--- src/rtl/alu_mbyte_seq_if.sv ---
// Request/response bundle for the multi-byte add/sub sequencer.
// The master side issues operands and takes results; the slave side is the sequencer.
interface alu_mbyte_seq_if #(
  parameter int NBYTES = 4
);
  localparam int W = 8 * NBYTES;

  logic         in_valid;
  logic         in_ready;
  logic         op;
  logic [W-1:0] A;
  logic [W-1:0] B;
  logic         out_valid;
  logic         out_ready;
  logic [W-1:0] Result;
  logic         Cout;
  logic         Ovf;

  modport master (
    output in_valid, op, A, B, out_ready,
    input  in_ready, out_valid, Result, Cout, Ovf
  );

  modport slave (
    input  in_valid, op, A, B, out_ready,
    output in_ready, out_valid, Result, Cout, Ovf
  );
endinterface

--- src/rtl/alu_mbyte_seq.sv ---
// NBYTES-wide add/sub on a shared external 8-bit adder, one byte per cycle, LSB first.
// Result valid NBYTES cycles after accept; result held in DONE until out_ready, no accept meanwhile.
module alu_mbyte_seq #(
  parameter int NBYTES = 4
) (
  input  logic                clk,
  input  logic                rst_n,
  alu_mbyte_seq_if.slave      bus,
  output logic [7:0]          add_A,
  output logic [7:0]          add_B,
  output logic                add_Cin,
  input  logic [7:0]          add_Sum,
  input  logic                add_Cout
);
  localparam int W    = 8 * NBYTES;
  localparam int IDXW = $clog2(NBYTES);
  localparam logic [IDXW-1:0] LAST = IDXW'(NBYTES - 1);

  typedef enum logic [1:0] {IDLE, RUN, DONE} state_t;

  state_t          state;
  logic [W-1:0]    a_r;
  logic [W-1:0]    bx_r;
  logic            carry;
  logic [IDXW-1:0] idx;

  // Adder inputs are forced to zero outside RUN so a shared adder sees no activity.
  always_comb begin
    add_A   = '0;
    add_B   = '0;
    add_Cin = 1'b0;
    if (state == RUN) begin
      add_A   = a_r[8*idx +: 8];
      add_B   = bx_r[8*idx +: 8];
      add_Cin = carry;
    end
  end

  always_ff @(posedge clk or negedge rst_n) begin
    if (!rst_n) begin
      state         <= IDLE;
      bus.in_ready  <= 1'b1;
      bus.out_valid <= 1'b0;
      bus.Result    <= '0;
      bus.Cout      <= 1'b0;
      bus.Ovf       <= 1'b0;
      a_r           <= '0;
      bx_r          <= '0;
      carry         <= 1'b0;
      idx           <= '0;
    end else begin
      case (state)
        IDLE: begin
          if (bus.in_valid && bus.in_ready) begin
            // Subtract is A + ~B + 1: invert B once here and seed the carry with op.
            a_r          <= bus.A;
            bx_r         <= bus.op ? ~bus.B : bus.B;
            carry        <= bus.op;
            idx          <= '0;
            bus.Result   <= '0;
            bus.in_ready <= 1'b0;
            state        <= RUN;
          end
        end
        RUN: begin
          bus.Result[8*idx +: 8] <= add_Sum;
          carry                  <= add_Cout;
          if (idx == LAST) begin
            bus.Cout      <= add_Cout;
            bus.Ovf       <= (a_r[W-1] == bx_r[W-1]) && (add_Sum[7] != a_r[W-1]);
            idx           <= '0;
            bus.out_valid <= 1'b1;
            state         <= DONE;
          end else begin
            idx <= idx + IDXW'(1);
          end
        end
        DONE: begin
          if (bus.out_valid && bus.out_ready) begin
            bus.out_valid <= 1'b0;
            bus.in_ready  <= 1'b1;
            state         <= IDLE;
          end
        end
        default: state <= IDLE;
      endcase
    end
  end
endmodule
--- src/flat_wrapper.sv ---
// flat-port wrapper written by rule: the top's interface ports become plain ports
module alu_mbyte_seq_flat 
#(
  parameter int NBYTES = 4
)
  (clk, rst_n, add_A, add_B, add_Cin, add_Sum, add_Cout, bus_in_valid, bus_op, bus_A, bus_B, bus_out_ready, bus_in_ready, bus_out_valid, bus_Result, bus_Cout, bus_Ovf);
  alu_mbyte_seq_if #(.NBYTES(NBYTES)) bus_i ();
  input  logic clk;
  input  logic rst_n;
  output logic [7:0] add_A;
  output logic [7:0] add_B;
  output logic add_Cin;
  input  logic [7:0] add_Sum;
  input  logic add_Cout;
  input wire logic [$bits(bus_i.in_valid)-1:0] bus_in_valid;
  input wire logic [$bits(bus_i.op)-1:0] bus_op;
  input wire logic [$bits(bus_i.A)-1:0] bus_A;
  input wire logic [$bits(bus_i.B)-1:0] bus_B;
  input wire logic [$bits(bus_i.out_ready)-1:0] bus_out_ready;
  output wire logic [$bits(bus_i.in_ready)-1:0] bus_in_ready;
  output wire logic [$bits(bus_i.out_valid)-1:0] bus_out_valid;
  output wire logic [$bits(bus_i.Result)-1:0] bus_Result;
  output wire logic [$bits(bus_i.Cout)-1:0] bus_Cout;
  output wire logic [$bits(bus_i.Ovf)-1:0] bus_Ovf;
  assign bus_i.in_valid = bus_in_valid;
  assign bus_i.op = bus_op;
  assign bus_i.A = bus_A;
  assign bus_i.B = bus_B;
  assign bus_i.out_ready = bus_out_ready;
  assign bus_in_ready = bus_i.in_ready;
  assign bus_out_valid = bus_i.out_valid;
  assign bus_Result = bus_i.Result;
  assign bus_Cout = bus_i.Cout;
  assign bus_Ovf = bus_i.Ovf;
  alu_mbyte_seq #(.NBYTES(NBYTES)) u_core (.clk(clk), .rst_n(rst_n), .bus(bus_i), .add_A(add_A), .add_B(add_B), .add_Cin(add_Cin), .add_Sum(add_Sum), .add_Cout(add_Cout));
endmodule
--- config.mk ---
export PLATFORM = sky130hd
export DESIGN_NAME = alu_mbyte_seq_flat
export DESIGN_NICKNAME = d
export VERILOG_FILES = /design/src/rtl/alu_mbyte_seq_if.sv /design/src/rtl/alu_mbyte_seq.sv /design/src/flat_wrapper.sv
export SDC_FILE = /design/constraint.sdc
export NUM_CORES = 1
export LEC_CHECK = 0
export BUFFER_PORTS_ARGS = -buffer_cell sky130_fd_sc_hd__buf_2
export CAP_MARGIN = 40
export CORE_MARGIN = 10
export CORE_UTILIZATION = 49
export CTS_BUF_LIST = sky130_fd_sc_hd__clkbuf_8
export DETAILED_ROUTE_END_ITERATION = 7
export PLACE_DENSITY = 0.79
export SETUP_SLACK_MARGIN = 0.4
export SYNTH_ARGS = -nofsm -noshare
export SYNTH_HDL_FRONTEND = slang
export SYNTH_SLANG_ARGS = --single-unit
--- constraint.sdc ---
create_clock -name clk -period 2.1 [get_ports clk]
set_input_delay 0.315 -clock clk [delete_from_list [all_inputs] [get_ports clk]]
set_output_delay 0.315 -clock clk [all_outputs]
set_load 0.05 [all_outputs]
==> impl_metrics.json, run 1 <==
{
  "n_fill_cell": 567,
  "hold-path-cell-count": 2,
  "grt_first_pass_wirelength_um": 20900,
  "synth-main-ff-cell": "dfrtp_1",
  "r2r.worst_path.cells": 10,
  "powerDensity_nw_per_um2": 483,
  "fin_cells": 686,
  "whs_endpoint": "u_core.a_r[21]",
  "cp.buffers_inverters": 3,
  "timing.critical_path.max_delay_family": "multiplexers",
  "maximum_number_of_pins_on_one_net_before_global_route_repair": 54,
  "hpwl_um": 8580,
  "fin_worst_hold_slack_ps": 153,
  "fin_nets": 632,
  "post_synth_instance_area_um2": 4820,
  "postLayoutSetupSlackWorst_ps": -94.6,
  "io_pins": 131,
  "routed_wirelength_um": 14800,
  "rows": 36,
  "die_y_um": 119,
  "outcome": "finished with violations",
  "timing.critical_path.from_type": "flip-flop",
  "timing.critical_path.slowest_cell_delay_ps": 510,
  "drt_iter0_drc": 193,
  "postSynth.asyncResetShare_pct": 100,
  "slew_headroom_pct": 55.6,
  "pre_cts_slack_ps": 222,
  "drc": 0,
  "portBuffers": 130,
  "route.detailed.vias_per_inst": 5.47,
  "antenna_left": 0,
  "finalCriticalPeriod_ps": 2190,
  "synthDistinctLibCells": 32,
  "cellLeakagePower_uw": 0.00357,
  "failed_checks": "negative setup slack",
  "crit_chain": "buf_6 > buf_12 > mux4_2 > and2_4 > buf_8",
  "postSynthRegisterBits": 105,
  "cts_inserted_buffers": 9,
  "synth_edf_count": 0,
  "max_freq_mhz": 456,
  "synth-warning-count": 0,
  "cts_root_buffer": "clkbuf_8",
  "reg2reg_to": "u_core.bus.Result[23]",
  "route.detailed.wl_per_inst_um": 21.6,
  "vdd_drop_max_mv": 0.399,
  "initial_util_pct": 49.7,
  "max_slew.worst_pin.slew_ps": 666,
  "final_max_slew_viol_count": 0,
  "setup.worst_path.end_class": "output pin",
  "firstDrtPassIters": 4,
  "cts_tree": "done",
  "first_global_vias": 3981,
  "syn_nets": 454,
  "design.die.area_um2": 14200,
  "track_usage_pct": 18.2,
  "skew_ps": 16.6,
  "required_ps": 1780,
  "number_of_diodes": 0,
  "routabilityCongestion": 0.783,
  "min_path_type": "in2reg",
  "period_share_pct": 105,
  "rsz0062_at_grt": "true",
  "cp_data_arrival_time_ps": 1880,
  "cts.sink_count": 105,
  "cts.clk_slew.worst_paths_ps": 110,
  "synthesis.area_per_instance_um2": 13.0,
  "flow.area_growth_from_synthesis_pct": 55.1,
  "critPathMaxFanout": 5,
  "reg_to_reg_start": "u_core.idx[0]",
  "grt_antenna_before_repair": 0,
  "finish.utilization_pct": 77.1,
  "core_outline_area_um2": 9680,
  "worst_hold_startpoint": "bus_A[21]",
  "reg2reg_slack_ps": 170,
  "dp_cells": 624,
  "ws_path_type": "reg2out",
  "postSynthCellCount": 370,
  "drive_gt1_share_pct": 66.0,
  "timing.final.setup_violations": 16,
  "cts-htree-levels": 3,
  "chipWidth_um": 119,
  "routed-via-count": 3751,
  "cts.path.max_buffers": 2,
  "timing.max_cap.violations": 0,
  "clock_latency_on_the_worst_skew_pair_ps": 380,
  "overflow": 0,
  "hold_viol_final": 0,
  "yosysSeqAreaShare_pct": 54.6,
  "cpMaxStageDelayCell": "mux4_2"
}
-- cell usage in the layout, fill, tap and decap left out, drive strengths merged --
master	count
a21oi	37
a221o	1
a22o	32
a31oi	2
and2	17
buf	181
bufinv	1
clkbuf	18
clkinv	2
clkinvlp	1
dfrtp	104
dfstp	1
dlygate4sd3	1
ha	6
inv	9
mux2	34
mux4	16
nand2	6
nand2b	3
nand3b	1
nor2	32
nor2b	1
nor3	1
nor3b	1
nor4	1
nor4b	2
nor4bb	1
o21ai	5
o21bai	1
o31ai	2
or3	1
xnor2	32
-- how the worst max path moves through the flow --
| stage | start | endpoint | slack, ps | cells past startpoint |
|---|---|---|---|---|
| detailed placement | u_core.idx[0] | u_core.bus.Result[19] | 220 | 6 |
| global route | u_core.idx[0] | add_B[6] | -170 | 5 |
| CTS | u_core.idx[0] | add_B[6] | -70 | 5 |
| global placement | u_core.idx[0] | add_B[1] | 310 | 4 |
| floorplan | u_core.idx[1] | u_core.bus.Result[16] | 380 | 7 |
| finish | u_core.idx[0] | add_B[6] | -90 | 5 |
-- logic make-up (layout without fill, tap and decap cells) --
group           count (synthesis)  in the layout  share of synthesized area (%)
mux                            50             50                           15.4
flops                         105            105                           54.6
simple gates                   67             67                           7.98
fa+ha+maj                       6              6                           1.56
xor+xnor                       32             32                           5.82
compound gates                 80             80                           11.3
buf+inv                        30            213                           3.35
-- stage by stage --
stage	power [uW]	area, um^2	TNS, ps
after detailed placement	2280	5720	0
after global routing	3730	7470	-1530
after global placement	2280	5720	0
after CTS	3600	6530	-642
after floorplan	2140	4910	0
final	3610	7470	-541
-- synthesized netlist by cell type (2+ instances only) --
library cell	number	area share, %
a21oi_1	35	3.6
a21oi_2	2	0.36
a22o_1	32	5.8
a31oi_1	2	0.26
and2_1	17	2.2
buf_2	11	1.1
buf_4	7	1.1
clkbuf_1	4	0.31
dfrtp_1	104	54
ha_1	6	1.6
inv_1	6	0.47
mux2_2	34	8.0
mux4_2	16	7.5
nand2_1	6	0.47
nand2b_1	3	0.39
nor2_1	32	2.5
nor4b_4	2	0.99
o21ai_0	5	0.52
o31ai_1	2	0.31
xnor2_1	32	5.8
-- worst reg2reg max path, stage by stage (launching register included) --
cell      delay [ps]
dfrtp_2          400
buf_6            130
buf_16           110
buf_6             90
buf_8            110
inv_8             40
ha_4             310
nand2b_4          80
nor4b_4          290
buf_4            180
a22o_1           130
-- area by class of cell --
cell class	count	area, um^2	area share (%)
clock buffers	9	124	1.66
clock inverters	7	86.3	1.16
inverters	6	35.0	0.469
multi-input cells	235	2710	36.3
flip-flops and latches	105	2630	35.3
well taps	133	166	2.23
repair buffers	191	1720	23.0
-- what timing repair did --
action,CTS,global route
endpoints found under the hold margin,2,0
hold buffers,1,0
gates resized for setup,101,150
setup endpoints to repair,66,111
setup buffers,20,9
pin swaps,26,45
cloned,5,11
-- flip-flops by register name, summed over array words and instances (netlist names) --
register,count
u_core.state,2
u_core.idx,2
u_core.bus.out_valid,1
u_core.bus.Cout,1
u_core.a_r,32
u_core.bx_r,32
u_core.bus.in_ready,1
u_core.bus.Result,32
u_core.carry,1
u_core.bus.Ovf,1
-- layer usage --
metal	vias to the layer above	wire, um	track usage [%]
li1	1674	-	-
met2	130	7560	30.3
met5	-	0	0
met3	19	978	5.43
met4	0	233	5.80
met1	1928	6050	22.3
-- power by group --
part	internal [uW]	leakage, uW	total (uW)	switching, uW
Sequential	2020	0.00144	2020	1.03
Clock	577	0.000104	1350	768
Combinational	104	0.00202	238	134
Total	2700	0.00357	3610	904
Power figures use the tool's default switching activity.
==> run 2: changes to the inputs <==
--- a/config.mk
+++ b/config.mk
@@ -6,12 +6,12 @@
 export NUM_CORES = 1
 export LEC_CHECK = 0
 export BUFFER_PORTS_ARGS = -buffer_cell sky130_fd_sc_hd__buf_2
-export CAP_MARGIN = 40
+export CAP_MARGIN = 30
 export CORE_MARGIN = 10
-export CORE_UTILIZATION = 49
+export CORE_UTILIZATION = 59
 export CTS_BUF_LIST = sky130_fd_sc_hd__clkbuf_8
 export DETAILED_ROUTE_END_ITERATION = 7
-export PLACE_DENSITY = 0.79
+export PLACE_DENSITY = 0.95
 export SETUP_SLACK_MARGIN = 0.4
 export SYNTH_ARGS = -nofsm -noshare
 export SYNTH_HDL_FRONTEND = slang
==> constraint.sdc (replaced) <==
create_clock -name clk -period 2.6 [get_ports clk]
set_input_delay 0.39 -clock clk [delete_from_list [all_inputs] [get_ports clk]]
set_output_delay 0.39 -clock clk [all_outputs]
set_load 0.05 [all_outputs]
==> run 2 against run 1 <==
Effect of this change: the run ends with negative hold slack left; cell count fell by 11%; first-iteration DRC count fell by 21%; sequential share of layout area rose by 7.9 points; sequential cell count did not move; worst setup slack improved by 440 ps; critical path type unchanged; critical endpoint is now add_B[1]; largest power group unchanged.
==> impl_metrics.json, run 2 (synthesis gave the netlist of run 1 again) <==
{
  "flow.area_growth_from_synthesis_pct": 26.6,
  "final.setup.tns_ps": 0,
  "finalCriticalPeriod_ps": 2260,
  "routed-via-count": 3526,
  "number_of_diodes": 0,
  "antenna_left": 0,
  "critPathMaxFanout": 7,
  "cts_inserted_buffers": 9,
  "routabilityCongestion": 0.865,
  "globalRouteMet2Util_pct": 33.9,
  "drc": 0,
  "fin_nets": 587,
  "timing.final.setup_violations": 0,
  "layout.cells.most_common": "buf_2",
  "maximum_number_of_pins_on_one_net_before_global_route_repair": 106,
  "fin_worst_hold_slack_ps": -23.8,
  "slew_headroom_pct": 40.0,
  "hold_viol_final": 13,
  "globalRoute.busiestLayer": "met2",
  "cts_root_buffer": "clkbuf_8",
  "pre_cts_slack_ps": 519,
  "core_outline_area_um2": 7850,
  "cts.sink_count": 105,
  "critPathCapture": "add_B[1]",
  "failed_checks": "negative hold slack",
  "reg2reg_slack_ps": 500,
  "overflow": 0,
  "critical_path.most_common_cell": "buf_12",
  "vdd_drop_max_mv": 0.428,
  "die_y_um": 110,
  "first_global_vias": 3687,
  "clock_latency_on_the_worst_skew_pair_ps": 370,
  "chipWidth_um": 110,
  "powerDensity_nw_per_um2": 467,
  "final_std_cell_area_no_fill_um2": 6090,
  "routed_wirelength_um": 12300,
  "cts.clk_slew.worst_paths_ps": 100,
  "initial_util_pct": 61.4,
  "route.detailed.vias_per_inst": 5.78,
  "timing.max_cap.violations": 0,
  "cellLeakagePower_uw": 0.00311,
  "r2r.worst_path.cells": 4,
  "track_usage_pct": 20.3,
  "timing.critical_path.slowest_cell_delay_ps": 510,
  "rows": 32,
  "finish.utilization_pct": 77.7,
  "mostFrequentLayoutCells": "buf_2, dfrtp_1, a21oi_1, mux2_2",
  "max_freq_mhz": 443,
  "reg_to_reg_start": "u_core.bus.in_ready",
  "grt_first_pass_wirelength_um": 19100,
  "hpwl_um": 8560,
  "cpMaxStageDelayCell": "mux4_2",
  "portBuffers": 130,
  "io_pins": 131,
  "place_area_um2": 5560,
  "ws_path_type": "reg2out",
  "grt_util_met3_pct": 5.75,
  "required_ps": 2210,
  "final_max_slew_viol_count": 0,
  "firstDrtPassIters": 4,
  "crit_chain": "buf_12 > buf_12 > mux4_2 > and2_4 > buf_6",
  "cp_data_arrival_time_ps": 1870,
  "use_met1_pct": 24.9,
  "outcome": "finished with violations",
  "min_path_type": "in2async",
  "period_share_pct": 86.8,
  "top_regs": "u_core.a_r x32, u_core.bus.Result x32, u_core.bx_r x32",
  "cts.path.max_buffers": 2,
  "drive_gt1_share_pct": 47.2,
  "route.detailed.wl_per_inst_um": 20.1,
  "cts-htree-levels": 3,
  "reg2reg_to": "u_core.bus.Result[7]",
  "postLayoutSetupSlackWorst_ps": 343,
  "grt_antenna_before_repair": 0,
  "worst_setup_path_startpoint": "u_core.idx[0]",
  "cts_tree": "done",
  "rsz0062_at_grt": "true",
  "max_slew.worst_pin.slew_ps": 901,
  "setup.worst_path.end_class": "output pin",
  "skew_ps": 11.7,
  "drt_iter0_drc": 153,
  "design.die.area_um2": 12200,
  "timing.critical_path.from_type": "flip-flop"
}
[run 2: changes by cell type in the layout (fill, tap and decap cells not counted), moves of 4 or more]
cell / delta
a21oi_1: +33
clkbuf_16: -9
buf_6: -7
buf_12: -5
mux2_4: -32
nor2_4: -31
buf_16: -4
mux2_2: +32
a21oi_2: -31
buf_4: -13
buf_8: -6
nor2_1: +32
[run 2: power by group]
| group | leakage, uW | internal [uW] | total [uW] | switching [uW] |
|---|---|---|---|---|
| Combinational | 0.00156 | 80.5 | 178 | 97.3 |
| Sequential | 0.00144 | 1630 | 1630 | 1.14 |
| Clock | 0.000103 | 455 | 1030 | 576 |
| Total | 0.00311 | 2170 | 2840 | 674 |
[run 2: through the flow]
step                      hold WS [ps]  std cells  power, uW
final                            -23.8        610       2840
after global routing              20.4        610       2950
after CTS                         1.89        607       2860
after detailed placement           414        586       1850
after global placement             405        586       1840
after floorplan                   94.4        370       1730
[run 2: layout make-up]
| type | instances | area, um^2 |
|---|---|---|
| clock buffers | 9 | 124 |
| clock inverters | 7 | 78.8 |
| fillers | 489 | 1750 |
| inverters | 6 | 22.5 |
| multi-input cells | 235 | 2100 |
| flip-flops and latches | 105 | 2630 |
| well taps | 102 | 128 |
| repair buffers | 146 | 1010 |
[run 2: layer usage]
metal | wire length [um] | part of all wire [%]
met5 | 0 | 0
met4 | 146 | 1.2
met3 | 1140 | 9.3
met2 | 6290 | 51
met1 | 4720 | 38
[run 2: timing repair]
action,CTS,global route
pin swaps,7,7
buffers inserted,4,3
hold endpoints to repair,0,0
resized for setup,58,17
setup endpoints to repair,17,49
hold buffers,0,0
gates cloned,1,0
[run 2: critical path, delay by kind of cell, from the launching register on]
family | cells | cell delay [ps]
muxes | 1 | 510
and+or+nand+nor | 1 | 180
DFF | 1 | 410
buffers and inverters | 3 | 390
[run 2: worst min path at each step]
| stage | startpoint | end | slack (ps) | depth (start not counted) |
|---|---|---|---|---|
| final | rst_n | u_core.bus.Result[30] | -20 | 1 |
| after global routing | rst_n | u_core.bus.Result[30] | 20 | 1 |
| after CTS | rst_n | u_core.bus.Result[30] | 2 | 1 |
| after detailed placement | rst_n | u_core.bus.Result[30] | 410 | 1 |
| after global placement | rst_n | u_core.bus.Result[30] | 400 | 1 |
| after floorplan | rst_n | u_core.a_r[0] | 90 | 0 |
